===== src/rtl/shift_rotate_sequencer_if.sv =====
// Purpose: handshake/data bundle between the control unit and the shift/rotate sequencer.
// Latency: n/a (wires only).
// Backpressure: the master must hold off issuing while busy; start is ignored in RUN.
// Ports (master view): start, op[2:0], A, B, kill out; busy, done, R in.
interface shift_rotate_sequencer_if #(
    parameter int WIDTH = 32
);
    logic             start;
    logic [2:0]       op;
    logic [WIDTH-1:0] A;
    logic [WIDTH-1:0] B;
    logic             kill;
    logic             busy;
    logic             done;
    logic [WIDTH-1:0] R;

    modport master (
        output start, op, A, B, kill,
        input  busy, done, R
    );

    modport slave (
        input  start, op, A, B, kill,
        output busy, done, R
    );
endinterface


===== src/rtl/shift_rotate_sequencer.sv =====
// Purpose: multi-cycle SHR/SHRA/SHL/ROR/ROL of A by (B mod WIDTH), one bit position per clock.
// Latency: done is high in the cycle after accept edge t0 + M (M = 0..WIDTH-1).
// Backpressure: busy while running; start is only taken in IDLE/DONE, kill aborts at any edge.
// Ports: clock, reset (sync, active-high), sr (slave modport: start/op/A/B/kill in, busy/done/R out).
module shift_rotate_sequencer #(
    parameter int WIDTH   = 32,
    parameter int SHAMT_W = 5
) (
    input  logic                   clock,
    input  logic                   reset,
    shift_rotate_sequencer_if.slave sr
);
    localparam logic [1:0] S_IDLE = 2'd0;
    localparam logic [1:0] S_RUN  = 2'd1;
    localparam logic [1:0] S_DONE = 2'd2;

    localparam logic [2:0] OP_SHR  = 3'b000;
    localparam logic [2:0] OP_SHRA = 3'b001;
    localparam logic [2:0] OP_SHL  = 3'b010;
    localparam logic [2:0] OP_ROR  = 3'b011;
    localparam logic [2:0] OP_ROL  = 3'b100;

    logic [1:0]         state;
    logic [WIDTH-1:0]   work;
    logic [SHAMT_W-1:0] cnt;
    logic [2:0]         op_q;
    logic [WIDTH-1:0]   r_q;
    logic [WIDTH-1:0]   step;
    logic [SHAMT_W-1:0] amount;
    logic               pass_through;

    // Only the low SHAMT_W bits of B form the amount; the rest are don't-care.
    logic unused_b_hi;
    assign unused_b_hi = ^sr.B[WIDTH-1:SHAMT_W];

    assign amount       = sr.B[SHAMT_W-1:0];
    // Zero amount or an undefined opcode completes immediately with A unchanged.
    assign pass_through = (amount == '0) || (sr.op > OP_ROL);

    // One-bit step of the captured operation applied to the work register.
    always_comb begin
        step = work;
        case (op_q)
            OP_SHR:  step = {1'b0, work[WIDTH-1:1]};
            OP_SHRA: step = {work[WIDTH-1], work[WIDTH-1:1]};
            OP_SHL:  step = {work[WIDTH-2:0], 1'b0};
            OP_ROR:  step = {work[0], work[WIDTH-1:1]};
            OP_ROL:  step = {work[WIDTH-2:0], work[WIDTH-1]};
            default: step = work;
        endcase
    end

    always_ff @(posedge clock) begin
        if (reset) begin
            state <= S_IDLE;
            work  <= '0;
            cnt   <= '0;
            op_q  <= '0;
            r_q   <= '0;
        end else if (sr.kill) begin
            // Abort: drop whatever is in flight, keep the last published result.
            state <= S_IDLE;
        end else begin
            case (state)
                S_IDLE, S_DONE: begin
                    if (sr.start) begin
                        work <= sr.A;
                        cnt  <= amount;
                        op_q <= sr.op;
                        if (pass_through) begin
                            state <= S_DONE;
                            r_q   <= sr.A;
                        end else begin
                            state <= S_RUN;
                        end
                    end else begin
                        state <= S_IDLE;
                    end
                end
                S_RUN: begin
                    work <= step;
                    cnt  <= cnt - 1'b1;
                    if (cnt == SHAMT_W'(1)) begin
                        state <= S_DONE;
                        r_q   <= step;
                    end
                end
                default: state <= S_IDLE;
            endcase
        end
    end

    assign sr.busy = (state == S_RUN);
    assign sr.done = (state == S_DONE);
    assign sr.R    = r_q;
endmodule


===== src/flat_wrapper.sv =====
// flat-port wrapper written by rule: the top's interface ports become plain ports
module shift_rotate_sequencer_flat 
#(
    parameter int WIDTH   = 32,
    parameter int SHAMT_W = 5
)
  (clock, reset, sr_start, sr_op, sr_A, sr_B, sr_kill, sr_busy, sr_done, sr_R);
  shift_rotate_sequencer_if #(.WIDTH(WIDTH)) sr_i ();
  input  logic clock;
  input  logic reset;
  input wire logic [$bits(sr_i.start)-1:0] sr_start;
  input wire logic [$bits(sr_i.op)-1:0] sr_op;
  input wire logic [$bits(sr_i.A)-1:0] sr_A;
  input wire logic [$bits(sr_i.B)-1:0] sr_B;
  input wire logic [$bits(sr_i.kill)-1:0] sr_kill;
  output wire logic [$bits(sr_i.busy)-1:0] sr_busy;
  output wire logic [$bits(sr_i.done)-1:0] sr_done;
  output wire logic [$bits(sr_i.R)-1:0] sr_R;
  assign sr_i.start = sr_start;
  assign sr_i.op = sr_op;
  assign sr_i.A = sr_A;
  assign sr_i.B = sr_B;
  assign sr_i.kill = sr_kill;
  assign sr_busy = sr_i.busy;
  assign sr_done = sr_i.done;
  assign sr_R = sr_i.R;
  shift_rotate_sequencer #(.WIDTH(WIDTH), .SHAMT_W(SHAMT_W)) u_core (.clock(clock), .reset(reset), .sr(sr_i));
endmodule

===== config.mk =====
export PLATFORM = sky130hd
export DESIGN_NAME = shift_rotate_sequencer_flat
export DESIGN_NICKNAME = d
export VERILOG_FILES = /design/src/rtl/shift_rotate_sequencer_if.sv /design/src/rtl/shift_rotate_sequencer.sv /design/src/flat_wrapper.sv
export SDC_FILE = /design/constraint.sdc
export NUM_CORES = 1
export LEC_CHECK = 0
export CAP_MARGIN = 20
export CORE_ASPECT_RATIO = 0.6
export CORE_MARGIN = 3
export CORE_UTILIZATION = 25
export CTS_BUF_LIST = sky130_fd_sc_hd__clkbuf_8
export DETAILED_ROUTE_END_ITERATION = 16
export HOLD_SLACK_MARGIN = 0.06
export MAX_ROUTING_LAYER = met4
export SYNTH_ARGS = -nofsm -noshare
export SYNTH_HDL_FRONTEND = slang
export SYNTH_SLANG_ARGS = --single-unit

===== constraint.sdc =====
create_clock -name clock -period 3.61 [get_ports clock]
set_input_delay 0.722 -clock clock [delete_from_list [all_inputs] [get_ports clock]]
set_output_delay 0.722 -clock clock [all_outputs]
set_load 0.02 [all_outputs]

---- Word-level counts from Yosys, hierarchy flattened ----
Index checks and enable logic that the tools add are counted.
word-level totals
  word-level logic and storage cells ...... 41
  output and inout bits ................... 34
  bits of input ports ..................... 71
  bits in registers ....................... 74
cells by class
  muxes and demuxes ....................... 13
  $add $sub $neg .......................... 1
  bitwise operators ....................... 1
  magnitude comparators ................... 1
  equality and inequality tests ........... 10
  reduce and logical (&&, ||, !) cells .... 10
operator list
  kind                 number
  $pmux 32 s5          1
  $mux 32              4
  $pmux 32 s2          2
  $pmux 5 s2           1
  $eq 3x2->1 const B   2
  $mux 2               3
  $reduce_and 3->1     2
  $eq 5x1->1 const B   1
  $logic_not 5->1      1
  $mux 5               1
  $reduce_and 5->1     1
  $sub 5x1->5 const B  1
  $ne 2x1->1 const B   2
  $pmux 2 s2           1
  $reduce_or 2->1      2
  $eq 3x1->1 const B   1
  $eq 3x3->1 const B   1
  $gt 3x3->1 const B   1
  $logic_not 3->1      1
  $eq 2x1->1 const B   1
  $eq 2x2->1 const B   1
  $logic_not 2->1      1
  $ne 2x2->1 const B   1
  $reduce_bool 2->1    1
  other kinds (2)      2

---- Logic depth before layout (Yosys ltp) ----
Gate-level depths: netlist of the first run.
  depth after elaboration ................. 5
  depth in mapped cells ................... 8
  gate-level depth less buffers ........... 6

---- Worst setup path before layout of the first run ----
Ideal clock, no wire load.
  kind .................................... input-to-reg
  start point ............................. in sr_B[2]
  end point ............................... reg u_core.r_q[10] (netlist: u_core.sr.R[10])
  required time ........................... 3.529 ns
  arrival ................................. 1.842 ns
  stages .................................. 5
  setup slack ............................. 1.686 ns
  library setup time ...................... 0.081 ns
  cell sequence ........................... nor4_1 -> a211o_1 -> clkbuf_1 -> a31oi_1 -> a211oi_2
between the ends
  longest elaborated chain between the ends .. 4
RTL lines
  element                     line                          RTL
  start: declaration          flat_wrapper.sv:14            input wire logic [$bits(sr_i.B)-1:0] sr_B;
  $logic_not 5->1             shift_rotate_sequencer.sv:38  assign pass_through = (amount == '0) || (sr.op > OP_ROL);
  $logic_or 1x1->1            shift_rotate_sequencer.sv:38
  $ne 2x1->1 (no line)        n/a
  $reduce_and 5->1 (no line)  n/a
  end signal: assignment      shift_rotate_sequencer.sv:72  r_q <= sr.A;
  end signal: assignment      shift_rotate_sequencer.sv:85  r_q <= step;
  end: declaration            shift_rotate_sequencer.sv:27  logic [WIDTH-1:0] r_q;
No other way between the ends.
A chain may end at the register's enable or synchronous reset.

---- Final worst setup path of the first run ----
  start point ............................. in sr_B[2]
  end point ............................... reg u_core.r_q[31] (netlist: u_core.sr.R[31])
The elaborated chain is that of the path after synthesis.

==> flow_results.org, run 1 <==
** STA
- The max-slew violation total from the final report came to 0.
- Count of endpoints failing hold in the final timing report :: 0
- Unrepaired setup endpoints after global routing :: no
- For the final routed database, the setup TNS stands at 0 ns.
- Hold is met by 0.5046 ns.
- Fin crit period :: 2.425 ns
- Slew at the pin with the worst max-slew slack :: 0.7279 ns
- After layout, the worst path uses 67.16% of the clock period.
- Highest Clock Rate :: 412.4 MHz
- Headroom to the max-slew limit came out at 51.23%.
- For the final database, setup skew stands at 0.008020 ns.
- Setup violations remaining at the end of the flow were counted as 0.

** Synth
- Number of warnings issued by yosys :: 0
- In this run the mean area of a mapped cell was 9.157 sq um.
- After synthesis, the share of flip-flops with an asynchronous set or reset is 0%.
- Count of state elements after synthesis :: 74
- The synthesized design contains 0 enable-type register cells.
- In this run, distinct cell masters in the synthesized netlist total 47.
- The mapped netlist covers 0.003882 sq mm.
- When the netlist entered floorplanning its net count stood at 497.
- In the synthesized netlist the dominant register cell turns out to be dfxtp_1.
- Gate count after technology mapping :: 424
- For this run, the register share of the synthesized area comes to 38.16%.

** Place
- Summing all placed instances gives a cell area of 0.004793 sq mm.
- Detailed placement ended at an HPWL of 8210 um.
- Routability-driven placement finished with a final weighted congestion of 0.8342.
- Number of cells in the design after placement :: 657
- The count of buffers added on input and output ports is 77.

** Final layout
- 0 antenna diodes ended up in the layout.
- Syn-to-layout area delta :: 29.94%
- After the flow finishes, the layout carries non-filler instances totaling 673.
- Net total in the final layout :: 543
- Of the cells placed in the final design, the portion with a size suffix greater than 1 is 14.32%.
- At the end of the flow the core is filled with cells to 33.98%.
- Highest-count cells in the layout ignoring fill and taps :: clkdlybuf4s50_1, dfxtp_1, o21ai_0, a21oi_1
- The finished cells cover 0.005045 sq mm.
- Leading cell type in the layout, fill and taps excluded :: clkdlybuf4s50_1

** Route
- Initial DRT Pass Iterations :: 5
- In this run the remaining antenna-violating nets after routing total 0.
- Number of design rule violations left after detail routing :: 0
- Total wire length :: 12990 um
- In this run, the number of DRC markers left after iteration 0 of detailed routing was 397.
- Via Count :: 3880
- Via density per instance :: 5.765
- Dividing the detail-routed wire length by the instance count gives 19.30 um.

** Worst setup path
- Critical path's slowest cell :: clkdlybuf4s50_1
- Crit start category :: input pin
- Critical path fanouts, max :: 31
- The largest single stage delay on the critical path is 0.43 ns.
- Traced cell by cell, the critical path runs through clkdlybuf4s50_1 > nor4_1 > a211o_1 > buf_4 > nand4_1 > o32ai_1.
- STA puts the critical path data arrival time at 2.69 ns.
- Worst Setup End Kind :: register
- Data required, critical path :: 3.88 ns
- CP Class :: in -> reg

** Clocking
- The H-tree was split into 3 levels.
- In this run the clock root is driven by a clkbuf_8.
- Buffers added to address setup during post-CTS repair amount to 0.
- Once the clock tree was built, the resizer swapped 0 gates to a different size.
- Insertion delay to the later sink of the worst-skew pair :: 0.36 ns
- Num CTS Buffers :: 9
- Clock-pin slew was measured on the worst setup and hold paths at 0.08 ns.
- CTS saw 74 sinks.
- Count of hold-fix buffers inserted at cts :: 0
- TritonCTS clock tree :: built
- In this run the deepest clock path goes through 2 buffers.

** GRT
- Final global-route overflow total :: 0
- The first global-routing pass estimated 20500 um of wire.
- Initial antenna violation count :: 0
- Global routing consumed, over all layers together, 15.36% of the routing resources.
- Vias in the first global route :: 3653
- Entering global routing, the biggest net connects 97 pins.

** Floorplan
- The core region is 0.01485 sq mm.
- Overall die height :: 102.5 um
- From left edge to right edge, the die measures 166.9 um.
- Floorplan die area :: 0.01711 sq mm
- The initial utilization of the core area, before any placement, comes to 26.15%.
- 105 I/O pins were placed.
- Row Count :: 34

** Pwr
- Leakage :: 1.607 nW
- In this run the power density over the cells is 438.4 mW/mm^2.
- Peak supply drop :: 164.0 uV

** Min path
- The tightest min-delay check is of the reg -> reg type.

** Run status
- Run status :: complete, no violations

** Run
- Max-cap violation count :: 0
-- metrics by stage --
step           total power (W)  setup slack, ns
3_3_place_gp          0.001404           0.8623
6_report              0.002212            1.185
2_1_floorplan         0.001240            1.686
5_1_grt               0.002307            1.043
4_1_cts               0.002230            1.219
3_5_place_dp          0.001415           0.8401
-- state kept, by name, indices dropped and copies added, names as in the netlist --
name and cells:
u_core.op_q 3, u_core.sr.R 32, u_core.work 32, u_core.state 2, u_core.cnt 5
-- Yosys cell counts, types with 2 or more instances --
cell type   n  area (sq um)
nor3b_1     2         15.01
nand2b_1    2         12.51
mux2i_1     2         20.02
o21a_1      3         22.52
dfxtp_1    74          1481
o32ai_1    30         262.8
o21ai_1     2         10.01
a211oi_2   28         350.3
clkbuf_1   32         120.1
and3_1      2         12.51
buf_2      15         75.07
xnor2_1     2         17.52
a2bb2oi_1  30         262.8
a21oi_1    37         185.2
o22ai_1     2         12.51
ha_1        2         25.02
o21ai_0    37         185.2
o31ai_1    29         217.7
nand2_1    10         37.54
buf_1       3         11.26
a31oi_1    30         187.7
mux2_2      2         22.52
buf_6       4         45.04
nor2_1      6         22.52
a211oi_1    6         45.04
inv_1       8         30.03
a32o_1      2         20.02
nor2b_1     3         18.77
-- area by class of cell --
class,count,area (sq um)
well taps,198,247.7
multi-input cells,286,2142
inverters,9,33.78
repair buffers,90,888.4
clock inverters,6,113.9
clock buffers,10,137.6
flip-flops and latches,74,1481
fillers,1498,9802
-- per-layer routing --
layer / wire length, um / track usage [%] / vias up
met5: 0 / - / -
met4: 88 / 3.739 / 0
met3: 1174 / 3.985 / 12
met2: 5256 / 20.90 / 202
met1: 6471 / 22.43 / 1871
li1: - / - / 1795
-- critical path: cells and delay by family --
family                 cells  cell delay [ns]
buffers and inverters      2             0.81
AND/OR/NAND/NOR            2             0.60
AO/OA/AOI/OAI              2             0.56
-- power by group --
group / internal (W) / switching (W)
logic: 0.000223 / 0.000256
registers: 0.000873 / 0.0000517
clock network: 0.000479 / 0.000329
-- cells by family after synthesis --
logic type      share of synthesized area [%]
compound gates                          47.89
xor+xnor                               0.4513
simple gates                            4.222
flops                                   38.16
mux                                     1.096
buf+inv                                 7.541
fa+ha+maj                              0.6444
-- worst paths after layout --
check / start / end / slack (ns) / cells after the start
worst max-delay path: sr_B[2] / u_core.sr.R[31] / 1.19 / 6
worst min-delay path: u_core.sr.R[31] / u_core.sr.R[31] / 0.50 / 2
worst max register to register: u_core.cnt[1] / u_core.sr.R[1] / 1.29 / 8
worst min register to register: u_core.sr.R[31] / u_core.sr.R[31] / 0.50 / 2
No activity file was read; power rests on OpenSTA's default activity.
==> inputs of run 2 (changes only) <==
Clock period 3.61 ns to 2.2 ns, I/O delays scaled along.
==> flow_results.org, run 2 (synthesis gave the netlist of run 1 again) <==
** Clocking
- The root cell of the clock tree is clkbuf_8 (unchanged).
- The TritonCTS buffer count was 9 (unchanged).
- The maximum number of buffers from clock root to sink came to 2 (unchanged).
- The sink count of the clock tree is 74 (unchanged).
- The number of hold buffers added after cts was 0 (unchanged).
- The clock latency at the later pin of the worst-skew pair was 0.37 ns (was 0.36 ns).
- Clock transition at the registers of the reported paths :: 0.08 ns (about the same)
- The count of H-tree levels built during CTS is 3 (unchanged).
- TritonCTS clock tree :: built (unchanged)

** STA
- Fin crit period :: 2.002 ns
- Unrepaired setup endpoints after global routing :: no (unchanged)
- Timing would allow up to 499.6 MHz.
- The max-slew violation total from the final report was 0 (unchanged).
- The count of final setup violators came to 0 (unchanged).
- Count of endpoints failing hold in the final timing report :: 0 (unchanged)
- The transition time at the pin with the least slew margin was 0.6980 ns (was 0.7279 ns).
- The remaining max-slew budget at the tightest pin was 53.23% (was 51.23%).
- Setup Skew :: 0.01041 ns (was 0.008020 ns)
- Final cycle utilization of the critical path :: 90.98%

** GRT
- Pin count of the biggest net entering global routing :: 58 (was 97)
- Vias in the first global route :: 3679 (was 3653)
- Final global-route overflow total :: 0 (unchanged)
- The global-route wire length before repair is 20240 um (was 20500 um).
- The number of antenna violations at the first check in global routing is 0 (unchanged).
- Total routing usage reported by global routing :: 15.18% (was 15.36%)

** Route
- The DRC marker count from the first detailed-route iteration was 357 (was 397).
- The remaining antenna violation count came to 0 (unchanged).
- Total wire length :: 12820 um (was 12990 um)
- Via density per instance :: 5.572 (was 5.765)
- Number of design rule violations left after detail routing :: 0 (unchanged)
- The overall via count from detail_route is 3845 (was 3880).
- The first-pass iteration count of the detailed router came to 5 (unchanged).
- The per-cell routed wire length came to 18.59 um (was 19.30 um).

** Run status
- Run status :: complete, no violations (unchanged)

** Place
- The routability-driven placement congestion ratio was 0.8474 (was 0.8342).
- The placed cell count came to 674 (was 657).
- Placed wire-length estimate :: 8707 um (was 8210 um)
- The quantity of I/O buffers inserted on ports came to 77 (unchanged).

** Floorplan
- The height of the die is 102.5 um (unchanged).
- The horizontal extent of the die was 166.9 um (unchanged).
- The core footprint came to 0.01485 sq mm (unchanged).
- The starting utilization of the core area came to 26.15% (unchanged).
- The number of cell rows came to 34 (unchanged).
- The die footprint came to 0.01711 sq mm (unchanged).
- Number of top-level pins :: 105 (unchanged)

** Worst setup path
- Worst Setup End Kind :: register (unchanged)
- Setup slack, reg-to-reg :: 0.20 ns (was 1.29 ns)
- The critical path required time came to 2.48 ns (was 3.88 ns).
- The highest fanout seen on the critical path was 16 (was 31).
- The classification of the worst setup path is reg -> reg (was in -> reg).
- The data arrival at the endpoint of the critical path is 2.28 ns (was 2.69 ns).
- Crit start category :: register (was input pin)

** Pwr
- Overall power consumption :: 0.003797 W (was 0.002212 W)
- The static leakage came to 1.744 nW (was 1.607 nW).
- The worst voltage drop across the vdd grid was 252.7 uV (was 164.0 uV).
- Pwr Density :: 723.1 mW/mm^2 (was 438.4 mW/mm^2)

** Final layout
- Syn-to-layout area delta :: 35.26% (was 29.94%)
- The most frequent standard cell in the layout excluding fill and tap cells was clkdlybuf4s50_1 (unchanged).
- The final standard cell count with taps included and fillers excluded came to 690 (was 673).
- The fraction of final layout cells with drive strength greater than 1 came to 17.48% (was 14.32%).
- Number of antenna repair diodes :: 0 (unchanged)
- Highest-count cells in the layout ignoring fill and taps: clkdlybuf4s50_1, dfxtp_1, o21ai_0, a21oi_1 (unchanged).
- Net total in the final layout :: 560 (was 543)

** Run
- The max-cap check violation count is 0 (unchanged).

** Min path
- Hold Path Class :: reg -> reg (unchanged)
## run 2: cell count changes in the layout (fill, tap and decap cells not counted), sizes merged
cell,before,now
dlymetal6s2s,0,1
clkinv,1,2
clkinvlp,2,0
clkdlybuf4s50,76,75
buf,14,31
bufinv,3,4
## run 2: path summary, 6_finish.rpt
path / from / to / cells past startpoint
max: u_core.op_q[1] / u_core.sr.R[1] / 5
min: u_core.sr.R[31] / u_core.sr.R[31] / 2
min reg2reg: u_core.sr.R[31] / u_core.sr.R[31] / 2
max reg2reg: u_core.op_q[1] / u_core.sr.R[1] / 5
## run 2: worst max-delay path: stages, from the launching register on
cell       delay, ns
dfxtp_1         0.44
o21ai_2         0.60
buf_4           0.35
o32ai_1         0.12
a2bb2oi_1       0.18
a211oi_1        0.23
## run 2: through the flow
step	util [%]	cell area [sq um]	hold slack, ns	TNS, ns	setup slack (ns)
floorplan	-	3882	0.4763	0	0.5583
global placement	33.48	4971	0.4943	0	0.007984
detailed placement	33.48	4971	0.4908	-0.3896	-0.1091
CTS	35.35	5249	0.5021	0	0.06677
global route	35.37	5251	0.5063	0	0.08684
finish	35.37	5251	0.5015	0	0.1984
## run 2: repair_timing
item                       in CTS  in global routing
gates resized for setup         1                  1
setup buffers                   0                  0
setup endpoints to repair       1                  1
## run 2: final cells by class
cell class / instances / area [sq um]
clock buffers: 10 / 137.6
clock inverters: 6 / 137.6
fillers: 1482 / 9595
inverters: 9 / 33.78
multi-input cells: 286 / 2145
flip-flops and latches: 74 / 1481
well taps: 198 / 247.7
repair buffers: 107 / 1069
## run 2: power breakdown
| group | internal, W | switching [W] |
|---|---|---|
| registers | 0.00143 | 0.0000847 |
| logic | 0.000401 | 0.000423 |
| clock network | 0.000903 | 0.000553 |
| total | 0.00274 | 0.00106 |
## run 2: metal layers
metal	track usage, %	wire [um]
met2	20.53	5247
met4	2.788	80
met5	-	0
met3	4.023	900
met1	22.54	6596
==> inputs of run 3 (changes only) <==
Settings changed: CORE_ASPECT_RATIO 0.6 to unset.
==> flow_results.org, run 3 (synthesis gave the netlist of run 1 again) <==
** Route
- The per-cell routed wire length came to 18.12 um (was 18.59 um).
- Via density per instance :: 5.712 (was 5.572)
- Initial DRT Pass Iterations :: 5 (unchanged)
- The final wirelength came to 12210 um (was 12820 um).
- Antenna Violating Nets Remaining :: 0 (unchanged)
- The number of remaining DRC errors came to 0 (unchanged).
- Detailed router's first-iteration violation count :: 334 (was 357)
- The overall via count from detail_route came to 3850 (was 3845).

** STA
- Hold slack final :: 0.5342 ns (was 0.5015 ns)
- Count of endpoints failing hold in the final timing report :: 0 (unchanged)
- The upper clock frequency limit came to 476.1 MHz (was 499.6 MHz).
- Unrepaired setup endpoints after global routing: no (unchanged).
- Setup Skew :: 0.008003 ns (was 0.01041 ns)
- The max-slew violation total from the final report was 0 (unchanged).
- The minimum clock period came to 2.100 ns (was 2.002 ns).
- The remaining max-slew budget at the tightest pin was 55.02% (was 53.23%).
- Slew at the pin with the worst max-slew slack :: 0.6746 ns (was 0.6980 ns)
- The part of the cycle the worst path needs was 95.47% (was 90.98%).
- Finish-stage setup viols :: 0 (unchanged)

** Final layout
- Flip-flop and latch area :: 0.001481 sq mm (unchanged)
- Fraction of layout cells with a size suffix above 1 :: 16.94% (was 17.48%)
- Syn-to-layout area delta :: 33.58% (was 35.26%)
- Net total in the final layout :: 558 (was 560)
- The area of all placed cells without fillers is 0.005186 sq mm (was 0.005251 sq mm).
- The final-layout fill cell count came to 1497 (was 1482).
- Leading cell type in the layout, fill and taps excluded :: clkdlybuf4s50_1 (unchanged)
- The number of antenna repair diodes was 0 (unchanged).
- Area of combinational cells with multiple inputs :: 0.002142 sq mm (was 0.002145 sq mm)
- Highest-count cells in the layout ignoring fill and taps :: clkdlybuf4s50_1, dfxtp_1, o21ai_0, a21oi_1 (unchanged)

** Worst setup path
- Cells along the critical path: nand2b_1 > inv_2 > clkdlybuf4s50_1 (was o21ai_2 > buf_4 > o32ai_1 > a2bb2oi_1 > a211oi_1).
- CP max stage delay :: 0.63 ns (was 0.60 ns)
- The capture instance of the worst register-to-register path is u_core.sr.R[25] (was u_core.sr.R[1]).
- The critical path required time is 1.76 ns (was 2.48 ns).
- Critical path fanouts, max :: 7 (was 16)
- The kind of capture point of the worst setup path is a primary output (was register).
- Critical Path AT :: 1.66 ns (was 2.28 ns)
- Worst r2r path cells :: 6 (was 5)
- The top cell family by delay on the critical path was buffers and inverters (was compound AO/OA/AOI/OAI gates).
- The startpoint type of the worst setup path was a register (unchanged).
- The start point of the critical path is u_core.state[0] (was u_core.op_q[1]).
- The buffer and inverter count on the worst path was 2 (was 1).
- Startpoint of the lowest-slack register-to-register path :: u_core.op_q[0] (was u_core.op_q[1])
- Setup slack, reg-to-reg :: 0.19 ns (was 0.20 ns)
- The classification of the worst setup path was reg -> out (was reg -> reg).
- The critical path endpoint is sr_busy (was u_core.sr.R[1]).
- The logic depth of the worst path, buffers included was 3 (was 5).
- Critical path's slowest cell :: clkdlybuf4s50_1 (was o21ai_2)

** Floorplan
- The number of cell rows came to 44 (was 34).
- Area of the core :: 0.01486 sq mm (was 0.01485 sq mm)
- Initial Utilization :: 26.12% (was 26.15%)
- Floorplan die area :: 0.01706 sq mm (was 0.01711 sq mm)
- The number of I/O pins was 105 (unchanged).
- Overall die height :: 130.6 um (was 102.5 um)
- Die span in x :: 130.6 um (was 166.9 um)

** GRT
- Vias in the first global route :: 3675 (was 3679)
- Final global-route overflow total :: 0 (unchanged)
- Met2 usage :: 22.34% (was 20.53%)
- Global routing met3 resource utilization :: 3.496% (was 4.023%)
- Pin count of the biggest net entering global routing :: 47 (was 58)
- M1 GR Usage :: 19.14% (was 22.54%)
- Total routing usage reported by global routing :: 14.58% (was 15.18%)
- The number of antenna violations at the first check in global routing came to 0 (unchanged).
- Layer with the highest usage after global routing :: met2 (was met1)
- First-pass GRT wire length :: 19320 um (was 20240 um)

** Pwr
- The combinational share of power came to 21.7% (about the same).
- Switching pwr :: 0.001023 W (was 0.001061 W)
- Sequential share of power :: 40.9% (was 40.0%)
- The static leakage came to 1.706 nW (was 1.744 nW).
- Clock power share :: 37.4% (was 38.3%)
- Pwr Density :: 716.5 mW/mm^2 (was 723.1 mW/mm^2)
- Peak supply drop :: 424.4 uV (was 252.7 uV)
- The internal power came to 0.002693 W (was 0.002737 W).
- The switching share of power is 27.54% (was 27.93%).

** Clocking
- The root cell of the clock tree is clkbuf_8 (unchanged).
- The clock latency at the later pin of the worst-skew pair came to 0.34 ns (was 0.37 ns).
- The number of hold buffers added after cts was 0 (unchanged).
- The TritonCTS clock tree is built (unchanged).
- Post-CTS Resized :: 0 (was 1)
- Number of buffers on the longest clock path :: 2 (unchanged)
- The TritonCTS buffer count came to 9 (unchanged).
- The CTS clock-pin slew for the worst setup and hold paths came to 0.08 ns (about the same).
- Clock H-tree levels :: 3 (unchanged)
- CTS Sinks :: 74 (unchanged)
- Setup repair bufs after CTS :: 0 (unchanged)

** Place
- The instance area after placement was 0.004921 sq mm (was 0.004971 sq mm).
- Placed wire-length estimate :: 8475 um (was 8707 um)
- The quantity of I/O buffers inserted on ports was 77 (unchanged).
- Last weighted congestion value of the routability-driven placer :: 0.8147 (was 0.8474)

** Run
- The max-cap check violation count is 0 (unchanged).

** Min path
- The type of the most critical hold path is reg -> reg (unchanged).
- Hold path startpoint :: u_core.sr.R[31] (unchanged)

** Run status
- Run status :: complete, no violations (unchanged)
## run 3: through the flow
stage	std cells	power [W]	TNS [ns]	setup slack [ns]	utilization, %
2_1_floorplan	424	0.002035	0	0.5583	-
4_1_cts	674	0.003739	0	0.08124	34.89
3_5_place_dp	658	0.002348	-0.09678	-0.01749	33.11
5_1_grt	674	0.003875	0	0.02407	34.89
6_report	674	0.003716	0	0.09959	34.89
3_3_place_gp	657	0.002331	0	0.01530	33.01
## run 3: metal layers
metal  part of all wire [%]  vias up  wire (um)
met1                     47     1886       5711
met4                    1.2        0        143
li1                       -     1828          -
met2                     46      125       5631
met3                    5.9       11        724
met5                      0        -          0
## run 3: layout make-up
class,instances,area share (%)
multi-input combinational,286,41.30
sequential,74,28.56
timing repair buffer,105,19.93
tap,184,4.439
clock inverter,7,2.726
clock buffer,9,2.388
inverter,9,0.6514
## run 3: worst min path at each step
| stage | to | slack [ns] | cells past startpoint |
|---|---|---|---|
| floorplan | u_core.work[31] | 0.48 | 2 |
| global placement | u_core.sr.R[17] | 0.49 | 2 |
| detailed placement | u_core.sr.R[31] | 0.50 | 2 |
| CTS | u_core.sr.R[31] | 0.52 | 2 |
| global route | u_core.sr.R[31] | 0.56 | 2 |
| finish | u_core.sr.R[31] | 0.53 | 2 |
## run 3: worst reg2reg max path: stages, from the launching register on
cell and delay [ns]:
dfxtp_1 0.37, buf_4 0.37, nor2b_2 0.18, buf_4 0.20, o32ai_1 0.24, a2bb2oi_1 0.41
a211oi_2 0.12
## run 3: power groups by stage
stage               sequential, W  combinational, W  clock, W
floorplan                 0.00157          0.000469         0
global placement          0.00154          0.000788         0
detailed placement        0.00155          0.000802         0
CTS                       0.00152          0.000806   0.00142
global route              0.00153          0.000871   0.00147
finish                    0.00152          0.000806   0.00139
